File: src/rtl/gpu_regs_timing.sv
// LCD register file and scanline timing: dot/line counters, STAT mode
// derivation, LY=LYC compare, and VBlank / STAT / DMA-start pulses.
module gpu_regs_timing #(
  parameter int DOTS_OAM    = 80,
  parameter int DOTS_XFER   = 172,
  parameter int DOTS_LINE   = 456,
  parameter int LINES_VIS   = 144,
  parameter int LINES_TOTAL = 154
) (
  input  logic       iClock,
  input  logic       iReset,
  input  logic       iDotTick,
  input  logic [3:0] iRegSelect,
  input  logic       iRegWe,
  input  logic [7:0] iRegData,
  output logic [7:0] oLCDC,
  output logic [7:0] oSTAT,
  output logic [7:0] oSCY,
  output logic [7:0] oSCX,
  output logic [7:0] oLY,
  output logic [7:0] oLYC,
  output logic [7:0] oDMA,
  output logic [7:0] oBGP,
  output logic [7:0] oOBP0,
  output logic [7:0] oOBP1,
  output logic [7:0] oWY,
  output logic [7:0] oWX,
  output logic [8:0] oDotCount,
  output logic       oIntVBlank,
  output logic       oIntStat,
  output logic       oDmaStart
);

  localparam logic [3:0] R_LCDC = 4'd0, R_STAT = 4'd1, R_SCY  = 4'd2,  R_SCX = 4'd3,
                         R_LY   = 4'd4, R_LYC  = 4'd5, R_DMA  = 4'd6,  R_BGP = 4'd7,
                         R_OBP0 = 4'd8, R_OBP1 = 4'd9, R_WY   = 4'd10, R_WX  = 4'd11;

  localparam logic [8:0] DOT_OAM_END  = 9'(DOTS_OAM);
  localparam logic [8:0] DOT_XFER_END = 9'(DOTS_OAM + DOTS_XFER);
  localparam logic [8:0] DOT_LAST     = 9'(DOTS_LINE - 1);
  localparam logic [7:0] LY_VIS       = 8'(LINES_VIS);
  localparam logic [7:0] LY_VIS_PRE   = 8'(LINES_VIS - 1);
  localparam logic [7:0] LY_LAST      = 8'(LINES_TOTAL - 1);

  logic [7:0] lcdc, scy, scx, ly, lyc, dma, bgp, obp0, obp1, wy, wx;
  logic [3:0] stat_en;
  logic [8:0] dot;
  logic [1:0] mode;
  logic       lyc_eq, stat_src, stat_src_q;
  logic       int_vblank, int_stat, dma_start;
  logic       ly_wr, lcd_on_next;

  assign ly_wr       = iRegWe && (iRegSelect == R_LY);
  // Counters clear on the same edge that turns the LCD off.
  assign lcd_on_next = (iRegWe && iRegSelect == R_LCDC) ? iRegData[7] : lcdc[7];

  always_comb begin
    mode = 2'd0;
    if (lcdc[7]) begin
      if (ly >= LY_VIS)           mode = 2'd1;
      else if (dot < DOT_OAM_END)  mode = 2'd2;
      else if (dot < DOT_XFER_END) mode = 2'd3;
      else                         mode = 2'd0;
    end
  end

  assign lyc_eq   = (ly == lyc);
  assign stat_src = (stat_en[3] & lyc_eq) | (stat_en[2] & (mode == 2'd2)) |
                    (stat_en[1] & (mode == 2'd1)) | (stat_en[0] & (mode == 2'd0));

  always_ff @(posedge iClock) begin
    if (iReset) begin
      lcdc       <= 8'h91;
      stat_en    <= 4'h0;
      scy        <= 8'h00;
      scx        <= 8'h00;
      ly         <= 8'h00;
      lyc        <= 8'h00;
      dma        <= 8'h00;
      bgp        <= 8'hFC;
      obp0       <= 8'hFF;
      obp1       <= 8'hFF;
      wy         <= 8'h00;
      wx         <= 8'h00;
      dot        <= 9'd0;
      stat_src_q <= 1'b0;
      int_vblank <= 1'b0;
      int_stat   <= 1'b0;
      dma_start  <= 1'b0;
    end else begin
      stat_src_q <= stat_src;
      int_stat   <= stat_src & ~stat_src_q;
      dma_start  <= iRegWe && (iRegSelect == R_DMA);
      int_vblank <= 1'b0;

      if (iRegWe) begin
        case (iRegSelect)
          R_LCDC:  lcdc    <= iRegData;
          R_STAT:  stat_en <= iRegData[6:3];
          R_SCY:   scy     <= iRegData;
          R_SCX:   scx     <= iRegData;
          R_LYC:   lyc     <= iRegData;
          R_DMA:   dma     <= iRegData;
          R_BGP:   bgp     <= iRegData;
          R_OBP0:  obp0    <= iRegData;
          R_OBP1:  obp1    <= iRegData;
          R_WY:    wy      <= iRegData;
          R_WX:    wx      <= iRegData;
          default: ;
        endcase
      end

      if (ly_wr || !lcd_on_next) begin
        dot <= 9'd0;
        ly  <= 8'd0;
      end else if (lcdc[7] && iDotTick) begin
        if (dot == DOT_LAST) begin
          dot        <= 9'd0;
          ly         <= (ly == LY_LAST) ? 8'd0 : ly + 8'd1;
          int_vblank <= (ly == LY_VIS_PRE);
        end else begin
          dot <= dot + 9'd1;
        end
      end
    end
  end

  assign oLCDC      = lcdc;
  assign oSTAT      = {1'b1, stat_en, lyc_eq, mode};
  assign oSCY       = scy;
  assign oSCX       = scx;
  assign oLY        = ly;
  assign oLYC       = lyc;
  assign oDMA       = dma;
  assign oBGP       = bgp;
  assign oOBP0      = obp0;
  assign oOBP1      = obp1;
  assign oWY        = wy;
  assign oWX        = wx;
  assign oDotCount  = dot;
  assign oIntVBlank = int_vblank;
  assign oIntStat   = int_stat;
  assign oDmaStart  = dma_start;

endmodule

File: config.mk
export PLATFORM = sky130hd
export DESIGN_NAME = gpu_regs_timing
export DESIGN_NICKNAME = d
export VERILOG_FILES = /design/src/rtl/gpu_regs_timing.sv
export SDC_FILE = /design/constraint.sdc
export NUM_CORES = 1
export LEC_CHECK = 0
export CELL_PAD_IN_SITES_DETAIL_PLACEMENT = 1
export CELL_PAD_IN_SITES_GLOBAL_PLACEMENT = 2
export CORE_MARGIN = 8
export CORE_UTILIZATION = 32
export CTS_BUF_LIST = sky130_fd_sc_hd__clkbuf_4 sky130_fd_sc_hd__clkbuf_8
export DETAILED_ROUTE_END_ITERATION = 10
export PLACE_DENSITY_LB_ADDON = 0.1
export SYNTH_ARGS = -nofsm -noshare
export SYNTH_HDL_FRONTEND = slang
export SYNTH_SLANG_ARGS = --single-unit
File: constraint.sdc
create_clock -name iClock -period 3.95 [get_ports iClock]
set_clock_uncertainty 0.2 [all_clocks]
set_input_delay 0.9875 -clock iClock [delete_from_list [all_inputs] [get_ports iClock]]
set_output_delay 0.9875 -clock iClock [all_outputs]
set_load 0.02 [all_outputs]
==> results.md, run 1 <==
- Largest family of logic cells by synthesized area: simple AND/OR/NAND/NOR gates
- Peak fanout along the critical path: 6
- Initial antenna violation count: 1
- # resized after CTS: 0
- Root Buffer: clkbuf_8
- GRT met3 Usage: 0.0727
- Most common cell after layout, fill and taps aside: clkdlybuf4s50_1
- Clock transition at path regs: 100 ps
- Syn. warnings: 0
- Slew margin rel.: 0.477
- Vias in the first global route: between 3000 and 4000
- Synth area leaders: dfxtp_1 48%, mux2i_1 16%, nor2_1 5.6%
- CTS tree: built
- Sequential Area: 2100 um2
- Largest net degree at the start of global routing: just under 60
- Core Region: approximately 13000 um2
- Unique masters post-synth: 51
- First-pass GRT wire length: around 22000 um
- Vias post-DR: between 3000 and 4000
- H-tree levels: 3
- Max-cap viol count: 0
- Power consumption: approximately 1900 uW
- Area grow syn2layout: 35.3%
- Area share of fa/ha/maj cells after synthesis: 0.0115
- Min Tclk post-route: 3320 ps
- Critical Path Sink Type: output pin
- Fin crit share: 0.839
- Multiplexer share of the synthesized area: 0.157
- Final non-filler cell total: around 750
- Placed insts: between 700 and 800
- Syn nets: about 470
- Footprint of the multi-input gates: just over 2000 um2
- Most frequent cells in the layout: 121 x clkdlybuf4s50_1, 105 x dfxtp_1, 68 x mux2i_1, 65 x nor2_1, 49 x nand2_1
- Worst skew pair latency: 390 ps
- Mean Syn Cell Area: between 9 and 10 um2
- Top-area cell type share of the netlist area: 0.484
- Met2 Usage GRT: 0.277
- CP Cell Sequence: o21ai_0 -> a21oi_1 -> o21ai_0 -> a21oi_1 -> clkdlybuf4s50_1
- Fin. Hold Viols: 0
- Crit path kind: reg2out
- Fillers: ~1500
- Largest stage delay on the critical path: ~640 ps
- Critical path required time: about 2800 ps
- Final wirelength: about 14000 um
- Grt peak-use layer: met2
- Max FFs per register: 9
- Drt drc: 0
- Status: completed
- Vias per std cell: approximately 4.8
- Grt total ovfl: 0
- Post-Synth XOR/XNOR Area: 0.0302
- Post-synthesis sequential area ratio: 0.484
- Post-DRT Antenna Nets: 0
- Initial DRC count: 150
- Postcts setup bufs: 0
- DIE WIDTH: ~130 um
- RSZ-0062 raised after global routing: no
- Share of layout cells above drive strength 1: 0.0841
- Post-synthesis compound-gate area fraction: 0.0593
- Final Core Density: 0.444
- Synth Instances: between 400 and 500
- CTS Hold Bufs: 0
- Least-Margin Pin Slew: about 780 ps
- Port Buffers: 122
- CP Buf/Inv Count: 1
- Hpwl dp: 10000 um
- Slowest stage cell, crit path: clkdlybuf4s50_1
- Num CTS Buffers: 9
- Die Span Y: 133 um
- Global Route Usage Sum: 0.160
- Ports: 124
- CTS Sinks: 105
- Longest Clk Path Bufs: 2
- Kind of cell adding the most delay to the critical path: buffers and inverters
- Worst Path Arrival: 2130 ps
- Mapped cell area: 4340 um2
- Gpl congestion: about 0.8
- # rows: 42
- DR WL/cell: about 19 um
- #FFs+latches synth: 105
- Leak: 0.00209 uW
- Setup_tns: 0 ps
- Startpoint types: flop
- Nets: between 500 and 600
- N_diodes: 0
- GRT met1 Usage: 0.174
- Fmax: 302 MHz
- Maximum VDD drop: 203 uV
- Final setup vio count: 0
- Die area: about 18000 um2
- Initial core utilization: 0.328
- Area leader, netlist: dfxtp_1
- Max Transition Viols Final: 0
- Drt first pass iters: 4
- P per Cell Area: 322 nW/um2
- Min-delay worst type: reg2reg
- Simple-Gate Fraction of Synth Area: 0.216
==> per-stage QoR <==
step	setup slack, ps	hold WS (ps)	cell area, um2
finish	635	195	5880
global route	480	197	5880
CTS	579	195	5880
detailed placement	739	185	5690
global placement	779	179	5690
floorplan	1450	173	4340
==> worst reg2reg max path, cell delays in order (launching register included) <==
cell      delay [ps]
dfxtp_1          420
ha_1             230
nand4b_1         190
or3_4            420
nor3_4           260
a21oi_1          120
a311oi_2         230
==> cells by family after synthesis <==
logic type,Yosys count
other,1
buffers and inverters,36
adder cells (fa/ha/maj),4
flip-flops,105
XOR/XNOR,15
multiplexers,68
AND/OR/NAND/NOR,181
AO/OA/AOI/OAI,43
==> synth_stat cells, drive strengths merged <==
master,n
nor2,70
or3b,1
or4,1
a31oi,1
a22oi,3
nand4,6
and2,1
clkbuf,17
o221ai,1
a21o,1
nand3b,3
nor3,15
and3,6
a21oi,16
o211a,1
nand2,51
inv,7
nor4,4
o211ai,2
dfxtp,105
or2b,1
nor3b,2
conb,1
mux2i,68
o21ai,14
nand2b,2
ha,4
a311oi,1
nor2b,1
nand4b,1
o31ai,2
a211oi,1
or2,1
xnor2,11
and4,1
xor2,4
or3,3
buf,12
nand3,11
==> power breakdown <==
group / internal (uW) / switching (uW)
clock network: 255 / 399
registers: 1070 / 10.4
logic: 60.7 / 98.8
total: 1390 / 508
==> final cells by class <==
type | count | share of cell area
Tap cell | 176 | 0.0375
Multi-Input combinational cell | 312 | 0.351
Timing Repair Buffer | 131 | 0.218
Clock buffer | 10 | 0.0234
Sequential cell | 105 | 0.358
Clock inverter | 6 | 0.00830
Inverter | 7 | 0.00447
==> final timing paths <==
path / startpoint / end / slack, ps / cells past startpoint
worst min register to register: stat_src_q / oIntStat / 200 / 1
worst min-delay path: stat_src_q / oIntStat / 200 / 1
worst max register to register: oDotCount[0] / oLY[2] / 1810 / 6
worst max-delay path: oDotCount[6] / oSTAT[0] / 630 / 5
==> metal layers <==
layer  up-vias  wire length (um)
li1       1757                 -
met1      1745              5830
met2        76              6920
met3        11              1040
met4         2               143
met5         -                13
No activity file was read; power rests on OpenSTA's default activity.
==> run 2: changes to the inputs <==
--- a/config.mk
+++ b/config.mk
@@ -8,7 +8,7 @@
 export CELL_PAD_IN_SITES_DETAIL_PLACEMENT = 1
 export CELL_PAD_IN_SITES_GLOBAL_PLACEMENT = 2
 export CORE_MARGIN = 8
-export CORE_UTILIZATION = 32
+export CORE_UTILIZATION = 29
 export CTS_BUF_LIST = sky130_fd_sc_hd__clkbuf_4 sky130_fd_sc_hd__clkbuf_8
 export DETAILED_ROUTE_END_ITERATION = 10
 export PLACE_DENSITY_LB_ADDON = 0.1
==> constraint.sdc (replaced) <==
create_clock -name iClock -period 3.3 [get_ports iClock]
set_clock_uncertainty 0.2 [all_clocks]
set_input_delay 0.825 -clock iClock [delete_from_list [all_inputs] [get_ports iClock]]
set_output_delay 0.825 -clock iClock [all_outputs]
set_load 0.02 [all_outputs]
==> run 2 against run 1 <==
Net effect: worst setup slack worse by 430 ps; wire length is 3.1% higher; non-clock buffer count is 8 higher; die area is 9.1% higher; sequential power is 19% higher; register-to-register slack worse by 730 ps; flip-flop and latch count stayed put; hold slack better by 6.0 ps; clock power is 57% higher; first-iteration DRC count is 35% lower; critical path type unchanged; largest cell class unchanged.
==> results.md, run 2 (synthesis results as in run 1) <==
- Grt peak-use layer: met2
- Fin. Hold Viols: 0
- Max-cap viol count: 0
- GRT met3 Usage: 0.0709
- First-pass GRT wire length: 22700 um
- Placed insts: 747
- Largest net degree at the start of global routing: 34
- Die area: roughly 19000 um2
- Startpoint types: flop
- Initial core utilization: 0.298
- Most frequent cells in the layout: 121 x clkdlybuf4s50_1, 103 x dfxtp_1, 68 x mux2i_1, 65 x nor2_1, 49 x nand2_1
- Fmax: approximately 320 MHz
- Drt drc: 0
- Nets: slightly below 600
- DR WL/cell: 18.9 um
- DIE WIDTH: roughly 140 um
- # rows: 44
- # resized after CTS: 0
- CTS Sinks: ~110
- Ports: 124
- Hpwl dp: approximately 10000 um
- Final setup vio count: 0
- Root Buffer: clkbuf_8
- Vias in the first global route: slightly below 4000
- Port Buffers: 122
- Least-Margin Pin Slew: 817 ps
- Final wirelength: 14400 um
- RSZ-0062 raised after global routing: no
- Worst Path Arrival: ~2100 ps
- Min-delay worst type: reg2reg
- Final non-filler cell total: ~760
- Core Region: roughly 15000 um2
- Vias post-DR: roughly 3700
- Vias per std cell: 4.79
- N_diodes: 0
- Leak: 0.00216 uW
- Gpl congestion: between 0.7 and 0.8
- CTS Hold Bufs: 0
- Worst skew pair latency: roughly 370 ps
- Num CTS Buffers: 9
- Global Route Usage Sum: 0.149
- Min Tclk post-route: approximately 3100 ps
- Longest Clk Path Bufs: 2
- Die Span Y: ~140 um
- Drt first pass iters: 4
- Maximum VDD drop: between 300 and 400 uV
- Crit path kind: reg2out
- P per Cell Area: 418 nW/um2
- H-tree levels: 3
- Status: completed
- Setup_tns: 0 ps
- Postcts setup bufs: 0
- CTS tree: built
- Initial DRC count: 97
- Peak fanout along the critical path: 6
- Met2 Usage GRT: 0.251
- Max FFs per register: 9
- Most common cell after layout, fill and taps aside: clkdlybuf4s50_1
- Critical Path Sink Type: output pin
- Post-DRT Antenna Nets: 0
- Fin crit share: 0.937
- Critical path required time: between 2000 and 2500 ps
- Grt total ovfl: 0
- Initial antenna violation count: 0
- Share of layout cells above drive strength 1: 0.0986
- Area grow syn2layout: 38.7%
- Slew margin rel.: 0.455
- Fillers: 1667
- Clock transition at path regs: 90 ps
- Max Transition Viols Final: 0
- GRT met1 Usage: 0.165
[run 2: cell count changes in the layout (fill, tap and decap cells not counted)]
cell | previous run | this run
clkbuf_8 | 10 | 9
dfxtp_1 | 105 | 103
clkinv_4 | 2 | 1
bufinv_16 | 0 | 4
inv_6 | 3 | 0
dfxtp_2 | 0 | 2
buf_4 | 9 | 17
clkinv_2 | 1 | 0
clkbuf_4 | 0 | 1
[run 2: path summary, 6_finish.rpt]
| kind | start | to | slack [ps] | cells past startpoint |
|---|---|---|---|---|
| worst min register to register | stat_src_q | oIntStat | 200 | 1 |
| worst min-delay path | stat_src_q | oIntStat | 200 | 1 |
| worst max register to register | oLY[7] | oLY[5] | 1080 | 5 |
| worst max-delay path | oDotCount[5] | oSTAT[0] | 210 | 5 |
[run 2: through the flow]
step                      cell area (um2)  hold WS [ps]  utilization  power (uW)  worst slack [ps]
final                                6030           201        0.413        2520               207
after global routing                 6030           231        0.413        2630              10.2
after CTS                            6020           198        0.413        2570               134
after detailed placement             5760           184        0.395        1520               327
after global placement               5760           189        0.395        1520               400
after floorplan                      4340           173            -        1440               965
[run 2: critical path: stages (launching register included)]
cell and delay [ps]:
dfxtp_1 460, o21ai_0 160, a21oi_1 160, o21ai_0 90, a21oi_1 190, clkdlybuf4s50_1 630
[run 2: final cells by class]
| cell class | instances | area (um2) | area share |
|---|---|---|---|
| Timing Repair Buffer | 139 | 1340 | 0.223 |
| Sequential cell | 105 | 2100 | 0.349 |
| Tap cell | 184 | 230 | 0.0382 |
| Clock buffer | 10 | 131 | 0.0218 |
| Multi-Input combinational cell | 312 | 2060 | 0.342 |
| Clock inverter | 5 | 129 | 0.0214 |
| Inverter | 7 | 26.3 | 0.00436 |
[run 2: metal layers]
| layer | vias up | wire length (um) |
|---|---|---|
| li1 | 1775 | - |
| met1 | 1785 | 6060 |
| met2 | 79 | 7010 |
| met3 | 12 | 1170 |
| met4 | 0 | 140 |
| met5 | - | 0 |
[run 2: power breakdown]
group,leakage [uW],internal [uW],switching (uW)
combinational,0.00118,74.8,121
clock,0.000130,586,444
sequential,0.000850,1280,11.9
==> run 3: changes to the inputs <==
--- a/config.mk
+++ b/config.mk
@@ -5,10 +5,10 @@
 export SDC_FILE = /design/constraint.sdc
 export NUM_CORES = 1
 export LEC_CHECK = 0
-export CELL_PAD_IN_SITES_DETAIL_PLACEMENT = 1
-export CELL_PAD_IN_SITES_GLOBAL_PLACEMENT = 2
+export CELL_PAD_IN_SITES_DETAIL_PLACEMENT = 0
+export CELL_PAD_IN_SITES_GLOBAL_PLACEMENT = 1
 export CORE_MARGIN = 8
-export CORE_UTILIZATION = 29
+export CORE_UTILIZATION = 37
 export CTS_BUF_LIST = sky130_fd_sc_hd__clkbuf_4 sky130_fd_sc_hd__clkbuf_8
 export DETAILED_ROUTE_END_ITERATION = 10
 export PLACE_DENSITY_LB_ADDON = 0.1
==> run 3 against run 2 <==
Net effect: critical path depth is the same; worst setup slack got worse by 15 ps; wire length decreased by 12%; core utilization up 10 points; flip-flop and latch count stayed put; die area is 19% lower; largest power group unchanged; fmax fell by 0.49%; critical endpoint unchanged; total power decreased by 11%; sequential power about the same; global-route usage increased by 0.87 points; combinational power decreased by 3%.
==> results.md, run 3 (synthesis results as in run 1) <==
- Min-delay worst type: reg2reg
- Gpl congestion: about 0.8
- N_diodes: 0
- Startpoint types: flop
- Grt total ovfl: 0
- Maximum VDD drop: around 230 uV
- Clock transition at path regs: roughly 100 ps
- P per Cell Area: between 300 and 400 nW/um2
- Fmax: roughly 320 MHz
- Vias per std cell: 4.97
- Worst setup path start: oDotCount[4]
- DIE WIDTH: around 120 um
- Die Span Y: around 120 um
- H-tree levels: 3
- CP Cell Sequence: o21ai_0 -> a21oi_1 -> o21ai_0 -> a21oi_1 -> clkdlybuf4s50_1
- Global Route Usage Sum: 0.158
- Core Region: approximately 11000 um2
- # rows: 39
- Leak: roughly 0.0021 uW
- Final wirelength: about 13000 um
- Final instance area: 5860 um2
- Reg-to-reg slack, setup: between 1000 and 1500 ps
- Worst skew pair latency: around 360 ps
- Drt drc: 0
- Worst r2r dst: oLY[2]
- Most frequent cells in the layout: 121 x clkdlybuf4s50_1, 105 x dfxtp_1, 68 x mux2i_1, 65 x nor2_1, 49 x nand2_1
- RSZ-0062 raised after global routing: no
- Worst setup endpoint: oSTAT[0]
- Power consumption: between 2000 and 2500 uW
- Num CTS Buffers: 9
- Postcts setup bufs: 0
- # resized after CTS: 0
- R2R cell count: 6
- Ports: roughly 120
- Slew margin rel.: 0.484
- Initial core utilization: 0.380
- Crit path kind: reg2out
- Share of layout cells above drive strength 1: 0.0889
- Largest stage delay on the critical path: 630 ps
- Max FFs per register: 9
- Most common cell after layout, fill and taps aside: clkdlybuf4s50_1
- Drt first pass iters: 4
- Nets: ~590
- Vias post-DR: ~3600
- CTS Hold Bufs: 0
- Critical Path Sink Type: output pin
- Max-cap viol count: 0
- Fin. Hold Viols: 0
- Die area: approximately 15000 um2
- Port Buffers: between 100 and 150
- CTS tree: built
- Least-Margin Pin Slew: a little under 800 ps
- Status: completed
- Worst Path Arrival: 2080 ps
- Vias in the first global route: ~3600
- Final setup vio count: 0
- Critical path required time: 2270 ps
- Hpwl dp: just under 9000 um
- First-pass GRT wire length: between 15000 and 20000 um
- Max Transition Viols Final: 0
- Longest Clk Path Bufs: 2
- Area grow syn2layout: 34.9%
- Peak fanout along the critical path: 7
- DR WL/cell: 17.6 um
- Reg2reg start: oDotCount[0]
- Post-DRT Antenna Nets: 0
- Initial antenna violation count: 1
- Fin crit share: 0.942
- Min Tclk post-route: a little over 3000 ps
- Slowest stage cell, crit path: clkdlybuf4s50_1
- Dpl cell area: 5670 um2
- Setup_tns: 0 ps
- Root Buffer: clkbuf_8
- Initial DRC count: between 200 and 300
- CTS Sinks: between 100 and 150
- Largest net degree at the start of global routing: between 60 and 70
## run 3: cell type report
cell class	instances	area [um2]
fill	1099	5560
sequential	105	2100
multi-input combinational	312	2060
timing repair buffer	134	1310
tap	143	179
clock buffer	13	160
inverter	7	26.3
clock inverter	3	25.0
## run 3: metal layers
layer	GRT usage	up-vias	part of all wire
li1	-	1769	-
met1	0.194	1698	0.45
met2	0.243	86	0.47
met3	0.0596	8	0.070
met4	0.0631	2	0.0074
met5	0	-	0.0010
## run 3: where the power goes
part	internal [uW]	switching [uW]
Combinational	73.1	116
Clock	326	438
Sequential	1280	11.7
## run 3: worst max-delay path, delay by kind of cell (launching register included)
kind            cells  cell delay (ps)
buf+inv             1              630
compound gates      4              620
flops               1              460
## run 3: worst min-delay path by stage
| stage | from | to | slack [ps] | cells after the start |
|---|---|---|---|---|
| 5_1_grt | stat_src_q | oIntStat | 220 | 1 |
| 3_5_place_dp | stat_src_q | oIntStat | 190 | 1 |
| 3_3_place_gp | stat_src_q | oIntStat | 180 | 1 |
| 6_report | stat_src_q | oIntStat | 210 | 1 |
| 2_1_floorplan | stat_src_q | oIntStat | 170 | 1 |
| 4_1_cts | stat_src_q | oIntStat | 200 | 1 |
## run 3: metrics by stage
stage	utilization	hold WS [ps]	setup slack (ps)	std cells
3_3_place_gp	0.497	179	403	701
4_1_cts	0.513	201	158	717
5_1_grt	0.513	216	37.0	717
6_report	0.513	206	192	717
2_1_floorplan	-	173	965	453
3_5_place_dp	0.497	185	343	701
